$ cat config.mk
export PLATFORM = sky130hd
export DESIGN_NAME = fetch_stage
export DESIGN_NICKNAME = d
export VERILOG_FILES = /design/src/rtl/cpu_types_pkg.sv /design/src/rtl/ifid_register.sv /design/src/rtl/fetch_stage.sv
export SDC_FILE = /design/constraint.sdc
export NUM_CORES = 1
export LEC_CHECK = 0
export ABC_AREA = 0
export BUFFER_PORTS_ARGS = -buffer_cell sky130_fd_sc_hd__buf_2
export CAP_MARGIN = 30
export CORE_UTILIZATION = 47
export CTS_CLUSTER_DIAMETER = 100
export DETAILED_ROUTE_END_ITERATION = 6
export PLACE_DENSITY = 0.69
export SLEW_MARGIN = 20
export SYNTH_ARGS = -nofsm -noshare
export SYNTH_HDL_FRONTEND = slang
export SYNTH_SLANG_ARGS = --single-unit
$ cat constraint.sdc
create_clock -name CLK -period 9.5 [get_ports CLK]
set_clock_uncertainty 0.15 [all_clocks]
set_input_delay 0.475 -clock CLK [delete_from_list [all_inputs] [get_ports CLK]]
set_output_delay 0.475 -clock CLK [all_outputs]
set_load 0.01 [all_outputs]
$ cat src/rtl/cpu_types_pkg.sv
// Shared types for the pipeline front end.
//   word_t        : 32-bit machine word
//   fetch_state_t : fetch FSM states
//   NOP_INSTR     : encoding used for IF/ID bubbles
package cpu_types_pkg;

  typedef logic [31:0] word_t;

  typedef enum logic [1:0] {
    REQ,
    SKID,
    DRAIN,
    HALT
  } fetch_state_t;

  localparam word_t NOP_INSTR = 32'h0000_0000;

endpackage

$ cat src/rtl/ifid_register.sv
// IF/ID pipeline latch.
// Priority: flush (bubble) > stall (hold) > load. Loading an invalid entry also yields a bubble.
// Ports:
//   clk_i, rst_ni              : clock, async active-low reset
//   flush_i, stall_i           : bubble / hold controls
//   load_valid_i, load_instr_i,
//   load_pc_i                  : candidate entry from fetch
//   valid_o, instr_o, pc_o,
//   npc_o                      : latched entry (npc = pc + 4)
module ifid_register
  import cpu_types_pkg::*;
(
  input  logic  clk_i,
  input  logic  rst_ni,
  input  logic  flush_i,
  input  logic  stall_i,
  input  logic  load_valid_i,
  input  word_t load_instr_i,
  input  word_t load_pc_i,
  output logic  valid_o,
  output word_t instr_o,
  output word_t pc_o,
  output word_t npc_o
);

  logic  valid_d, valid_q;
  word_t instr_d, instr_q;
  word_t pc_d, pc_q;
  word_t npc_d, npc_q;

  always_comb begin
    valid_d = valid_q;
    instr_d = instr_q;
    pc_d    = pc_q;
    npc_d   = npc_q;
    if (flush_i || (!stall_i && !load_valid_i)) begin
      valid_d = 1'b0;
      instr_d = NOP_INSTR;
      pc_d    = '0;
      npc_d   = '0;
    end else if (!stall_i) begin
      valid_d = 1'b1;
      instr_d = load_instr_i;
      pc_d    = load_pc_i;
      npc_d   = load_pc_i + 32'd4;
    end
  end

  always_ff @(posedge clk_i or negedge rst_ni) begin
    if (!rst_ni) begin
      valid_q <= 1'b0;
      instr_q <= NOP_INSTR;
      pc_q    <= '0;
      npc_q   <= '0;
    end else begin
      valid_q <= valid_d;
      instr_q <= instr_d;
      pc_q    <= pc_d;
      npc_q   <= npc_d;
    end
  end

  assign valid_o = valid_q;
  assign instr_o = instr_q;
  assign pc_o    = pc_q;
  assign npc_o   = npc_q;

endmodule

$ cat src/rtl/fetch_stage.sv
// Instruction-fetch stage: PC register, imem read handshake, skid buffer and IF/ID latch.
// Ports:
//   CLK, nRST                       : clock, async active-low reset
//   pc_en, stall_ifid, flush_ifid   : hazard-unit controls
//   redirect, redirect_pc           : taken branch/jump target
//   halt                            : stop fetching until reset
//   ihit, imemload                  : imem response
//   imemREN, imemaddr               : imem request (no combinational path from ihit)
//   ifid_valid/instr/pc/npc         : IF/ID latch to decode
module fetch_stage
  import cpu_types_pkg::*;
#(
  parameter word_t PC_INIT = 32'h0000_0000
) (
  input  logic  CLK,
  input  logic  nRST,
  input  logic  pc_en,
  input  logic  stall_ifid,
  input  logic  flush_ifid,
  input  logic  redirect,
  input  word_t redirect_pc,
  input  logic  halt,
  input  logic  ihit,
  input  word_t imemload,
  output logic  imemREN,
  output word_t imemaddr,
  output logic  ifid_valid,
  output word_t ifid_instr,
  output word_t ifid_pc,
  output word_t ifid_npc
);

  fetch_state_t state_d, state_q;
  word_t        pc_d, pc_q;
  word_t        req_addr_d, req_addr_q;
  word_t        skid_instr_d, skid_instr_q;
  word_t        skid_pc_d, skid_pc_q;
  logic         halt_pend_d, halt_pend_q;

  logic  hold;
  logic  ifid_flush;
  logic  ifid_load_valid;
  word_t ifid_load_instr;
  word_t ifid_load_pc;

  assign hold = stall_ifid | ~pc_en;

  always_comb begin
    state_d         = state_q;
    pc_d            = pc_q;
    req_addr_d      = req_addr_q;
    skid_instr_d    = skid_instr_q;
    skid_pc_d       = skid_pc_q;
    halt_pend_d     = halt_pend_q;
    ifid_flush      = flush_ifid | redirect;
    ifid_load_valid = 1'b0;
    ifid_load_instr = NOP_INSTR;
    ifid_load_pc    = '0;
    imemREN         = 1'b1;
    imemaddr        = pc_q;

    unique case (state_q)
      REQ: begin
        if (halt) begin
          ifid_flush = 1'b1;
          if (!ihit) begin
            // Let the outstanding miss finish on a frozen address before halting.
            halt_pend_d = 1'b1;
            req_addr_d  = pc_q;
            state_d     = DRAIN;
          end else begin
            state_d = HALT;
          end
        end else if (redirect) begin
          pc_d = redirect_pc;
          if (!ihit) begin
            req_addr_d = pc_q;
            state_d    = DRAIN;
          end
        end else if (ihit) begin
          pc_d = pc_q + 32'd4;
          if (hold) begin
            skid_instr_d = imemload;
            skid_pc_d    = pc_q;
            state_d      = SKID;
          end else begin
            ifid_load_valid = 1'b1;
            ifid_load_instr = imemload;
            ifid_load_pc    = pc_q;
          end
        end
      end
      SKID: begin
        imemREN = 1'b0;
        if (halt) begin
          ifid_flush   = 1'b1;
          skid_instr_d = '0;
          skid_pc_d    = '0;
          state_d      = HALT;
        end else if (redirect) begin
          pc_d         = redirect_pc;
          skid_instr_d = '0;
          skid_pc_d    = '0;
          state_d      = REQ;
        end else if (!hold) begin
          ifid_load_valid = 1'b1;
          ifid_load_instr = skid_instr_q;
          ifid_load_pc    = skid_pc_q;
          state_d         = REQ;
        end
      end
      DRAIN: begin
        imemaddr = req_addr_q;
        if (halt) begin
          ifid_flush = 1'b1;
          state_d    = HALT;
        end else begin
          if (redirect) pc_d = redirect_pc;
          if (ihit) state_d = halt_pend_q ? HALT : REQ;
        end
      end
      HALT: begin
        imemREN    = 1'b0;
        ifid_flush = 1'b1;
      end
      default: ;
    endcase
  end

  always_ff @(posedge CLK or negedge nRST) begin
    if (!nRST) begin
      state_q      <= REQ;
      pc_q         <= PC_INIT;
      req_addr_q   <= '0;
      skid_instr_q <= '0;
      skid_pc_q    <= '0;
      halt_pend_q  <= 1'b0;
    end else begin
      state_q      <= state_d;
      pc_q         <= pc_d;
      req_addr_q   <= req_addr_d;
      skid_instr_q <= skid_instr_d;
      skid_pc_q    <= skid_pc_d;
      halt_pend_q  <= halt_pend_d;
    end
  end

  ifid_register u_ifid_register (
    .clk_i        (CLK),
    .rst_ni       (nRST),
    .flush_i      (ifid_flush),
    .stall_i      (stall_ifid),
    .load_valid_i (ifid_load_valid),
    .load_instr_i (ifid_load_instr),
    .load_pc_i    (ifid_load_pc),
    .valid_o      (ifid_valid),
    .instr_o      (ifid_instr),
    .pc_o         (ifid_pc),
    .npc_o        (ifid_npc)
  );

endmodule
==> results.yml <==
global_routing:
  antenna_found_initial: 1
  grt_pass1_wl_mm: 49.5
  gr-total-overflow: 0
  grt_pass1_vias: 9071
  grt_max_degree: 96
  grt_use_total: 0.252
place:
  place_area_mm2: 0.0125
  routabilityCongestion: 0.893
  place_ws_ns: 4.74
  port_buffers: 201
  place_inst: 1653
  hpwl_mm: 20.9
floorplanning:
  start_util: 0.481
  io_pins: 202
  die-area_mm2: 0.0248
  die_x_um: 157
  fp.dieH_um: 157
  rows: 56
  coreArea_mm2: 0.0236
synth:
  avgSynthCellArea_um2: 9.25
  synth-seq-cells: 226
  syn_area_mm2: 0.0114
  ys.flop_type: "dfrtp_1"
  synth_nets: 1307
  ys_async_sr_fraction: 1.00
  synth_area_leaders: "dfrtp_1, nand2_1, o21ai_0"
  synth_edf_count: 0
  yosysTopAreaCellShare: 0.498
  synthCells: 1228
  ys_seq_area_frac: 0.498
  yosysUniqueCellTypes: 61
  yosysWarnings: 0
  yosys.area.top_type: "dfrtp_1"
detailed_routing:
  wl_per_cell_um: 18.4
  dr.max_layer_used: "met4"
  wl_met1_mm: 14.7
  drt-pass1-iter-count: 5
  wirelength_mm: 31.3
  wl_met2_mm: 13.9
  route.detailed.drc: 0
  viasPerCell: 5.82
  num_vias: 9907
  ant_nets: 0
  drtIter0Drc: 772
  wl_met3_mm: 2.18
setup_path:
  r2r_slack_ns: 4.69
  cp-start-kind: "register"
  cp.required_ns: 9.81
  critical_path.top_delay_family: "simple AND/OR/NAND/NOR gates"
  cp_slowest_cell: "ha_1"
  cp-end-kind: "register"
  critPathKind: "reg -> reg"
  path_cells: "inv_1 -> ha_1 -> nand2_1 -> nor2_4 -> buf_4 -> a22o_1 -> ha_1 -> nand2_1 -> o32a_1 -> or4_1 -> or4_1 -> nand3_1"
  cp_max_fo: 52
  critPathBufInv: 2
  cp_slowest_stage_delay_ns: 0.81
  worstPathArrival_ns: 5.12
final_layout:
  syn2layout_area_growth_pct: 18.0
  final_cells: 1701
  nNetsFinal: 1444
  fin_area_mm2: 0.0134
  fin_util: 0.568
  drive_gt1_frac: 0.252
timing:
  fin_crit_sh: 0.506
  hold_viol_final: 0
  slew_viol_final: 0
  fin_ws_ns: 4.69
  period_minus_slack_ns: 4.81
  tightestPinTransition_ns: 0.989
  setup_viol: 0
  holdWs_ns: 0.0404
  setup_tns_ns: 0
  grt_setup_unrepaired: "no"
  slew_headroom: 0.341
  max_clock_freq_ghz: 0.208
pwr:
  p_total_mw: 3.80
  leakage_nw: 6.19
  p_per_area_mw_per_mm2: 283
  ir_worst_vdd_mv: 0.233
cts:
  clk_path_buf_depth: 3
  clock_sinks: 226
  path_clk_slew_ns: 0.06
  numCtsBuffers: 24
  cts_resized: 0
  cts_root_buffer: "clkbuf_16"
  tritoncts: "yes"
  h-tree-depth: 1
  insertion_delay_ns: 0.52
job:
  drv_cap: 0
min_path:
  worstHoldPathType: "in -> reg"
run_status:
  status: "finished, final reports clean"
## metal layers
layer,track usage,up-vias
met3,0.0347,33
met4,0.0504,0
met5,0,-
li1,-,4689
met1,0.388,4841
met2,0.377,344
## cell families after synthesis
| group | after synthesis | synth area share |
|---|---|---|
| simple gates | 413 | 0.164 |
| compound gates | 374 | 0.208 |
| flops | 226 | 0.498 |
| buf+inv | 126 | 0.0437 |
| mux | 73 | 0.0718 |
| xor+xnor | 9 | 0.00694 |
| fa+ha+maj | 7 | 0.00771 |
## repair_timing
action,4_1_cts,5_1_grt
hold buffers,1,0
hold endpoints to repair,73,0
setup buffers,0,0
## worst register-to-register path, delay by kind of cell (launching register included)
kind,cells,cell delay [ns]
adders and majority gates,2,1.03
AOI/OAI and AO/OA,2,0.72
buffers and inverters,2,0.60
and+or+nand+nor,6,1.82
DFF,1,0.43
## cell usage in the layout (no fill, tap or decap), drive strengths merged, types with 27 or more instances in the layout
cell and n:
nand2 253, dfrtp 226, mux2 68, a21oi 51, o21ai 157, nor2 43
buf 221, a22oi 45, clkbuf 36, nand3 27
## report_power, final
part | internal (mW) | leakage, nW | switching, mW
sequential | 1.23 | 2.89 | 0.301
clock | 0.552 | 0.377 | 0.383
combinational | 0.566 | 2.92 | 0.761
total | 2.35 | 6.19 | 1.45
## final timing paths
check                      cells past startpoint                          end               startpoint
max reg2reg                                   12    u_ifid_register.npc_o[18]               state_q[0]
max in group asynchronous                      4               req_addr_q[10]                     nRST
min reg2reg                                    2      u_ifid_register.valid_o  u_ifid_register.valid_o
min                                            2                      pc_q[1]           redirect_pc[1]
max                                           12    u_ifid_register.npc_o[18]               state_q[0]
min in group asynchronous                      2  u_ifid_register.instr_o[19]                     nRST
## synth_stat cells, types with 5 or more instances
| library cell | count |
|---|---|
| or4_1 | 9 |
| mux2i_1 | 5 |
| o21ai_0 | 157 |
| a32oi_1 | 11 |
| a31o_2 | 7 |
| a31oi_1 | 11 |
| xnor2_1 | 7 |
| nor2_1 | 43 |
| a22oi_1 | 45 |
| o22ai_1 | 14 |
| a32o_1 | 8 |
| nand3_1 | 27 |
| a21o_1 | 13 |
| nand4_1 | 19 |
| a21oi_1 | 51 |
| mux2_2 | 68 |
| a2bb2oi_1 | 5 |
| and3_1 | 7 |
| nand2_1 | 253 |
| a22o_1 | 25 |
| clkbuf_1 | 91 |
| nor4_1 | 8 |
| o31ai_1 | 6 |
| and4_1 | 7 |
| inv_1 | 15 |
| buf_2 | 6 |
| buf_1 | 10 |
| ha_1 | 7 |
| dfrtp_1 | 226 |
| nor3_1 | 16 |
## layout make-up
cell class,count,area (um2)
Fill cell,2142,10200
Sequential cell,226,5660
Multi-Input combinational cell,876,5280
Timing Repair Buffer,222,1240
Clock buffer,36,687
Tap cell,319,399
Clock inverter,6,83.8
Inverter,15,56.3
Antenna cell,1,2.50
## flip-flops by register name, indices dropped and copies added (netlist names)
name	flops
pc_q	32
req_addr_q	32
skid_instr_q	32
skid_pc_q	32
u_ifid_register.instr_o	32
u_ifid_register.npc_o	32
u_ifid_register.pc_o	30
state_q	2
halt_pend_q	1
u_ifid_register.valid_o	1
(Power assumes the default switching activity.)
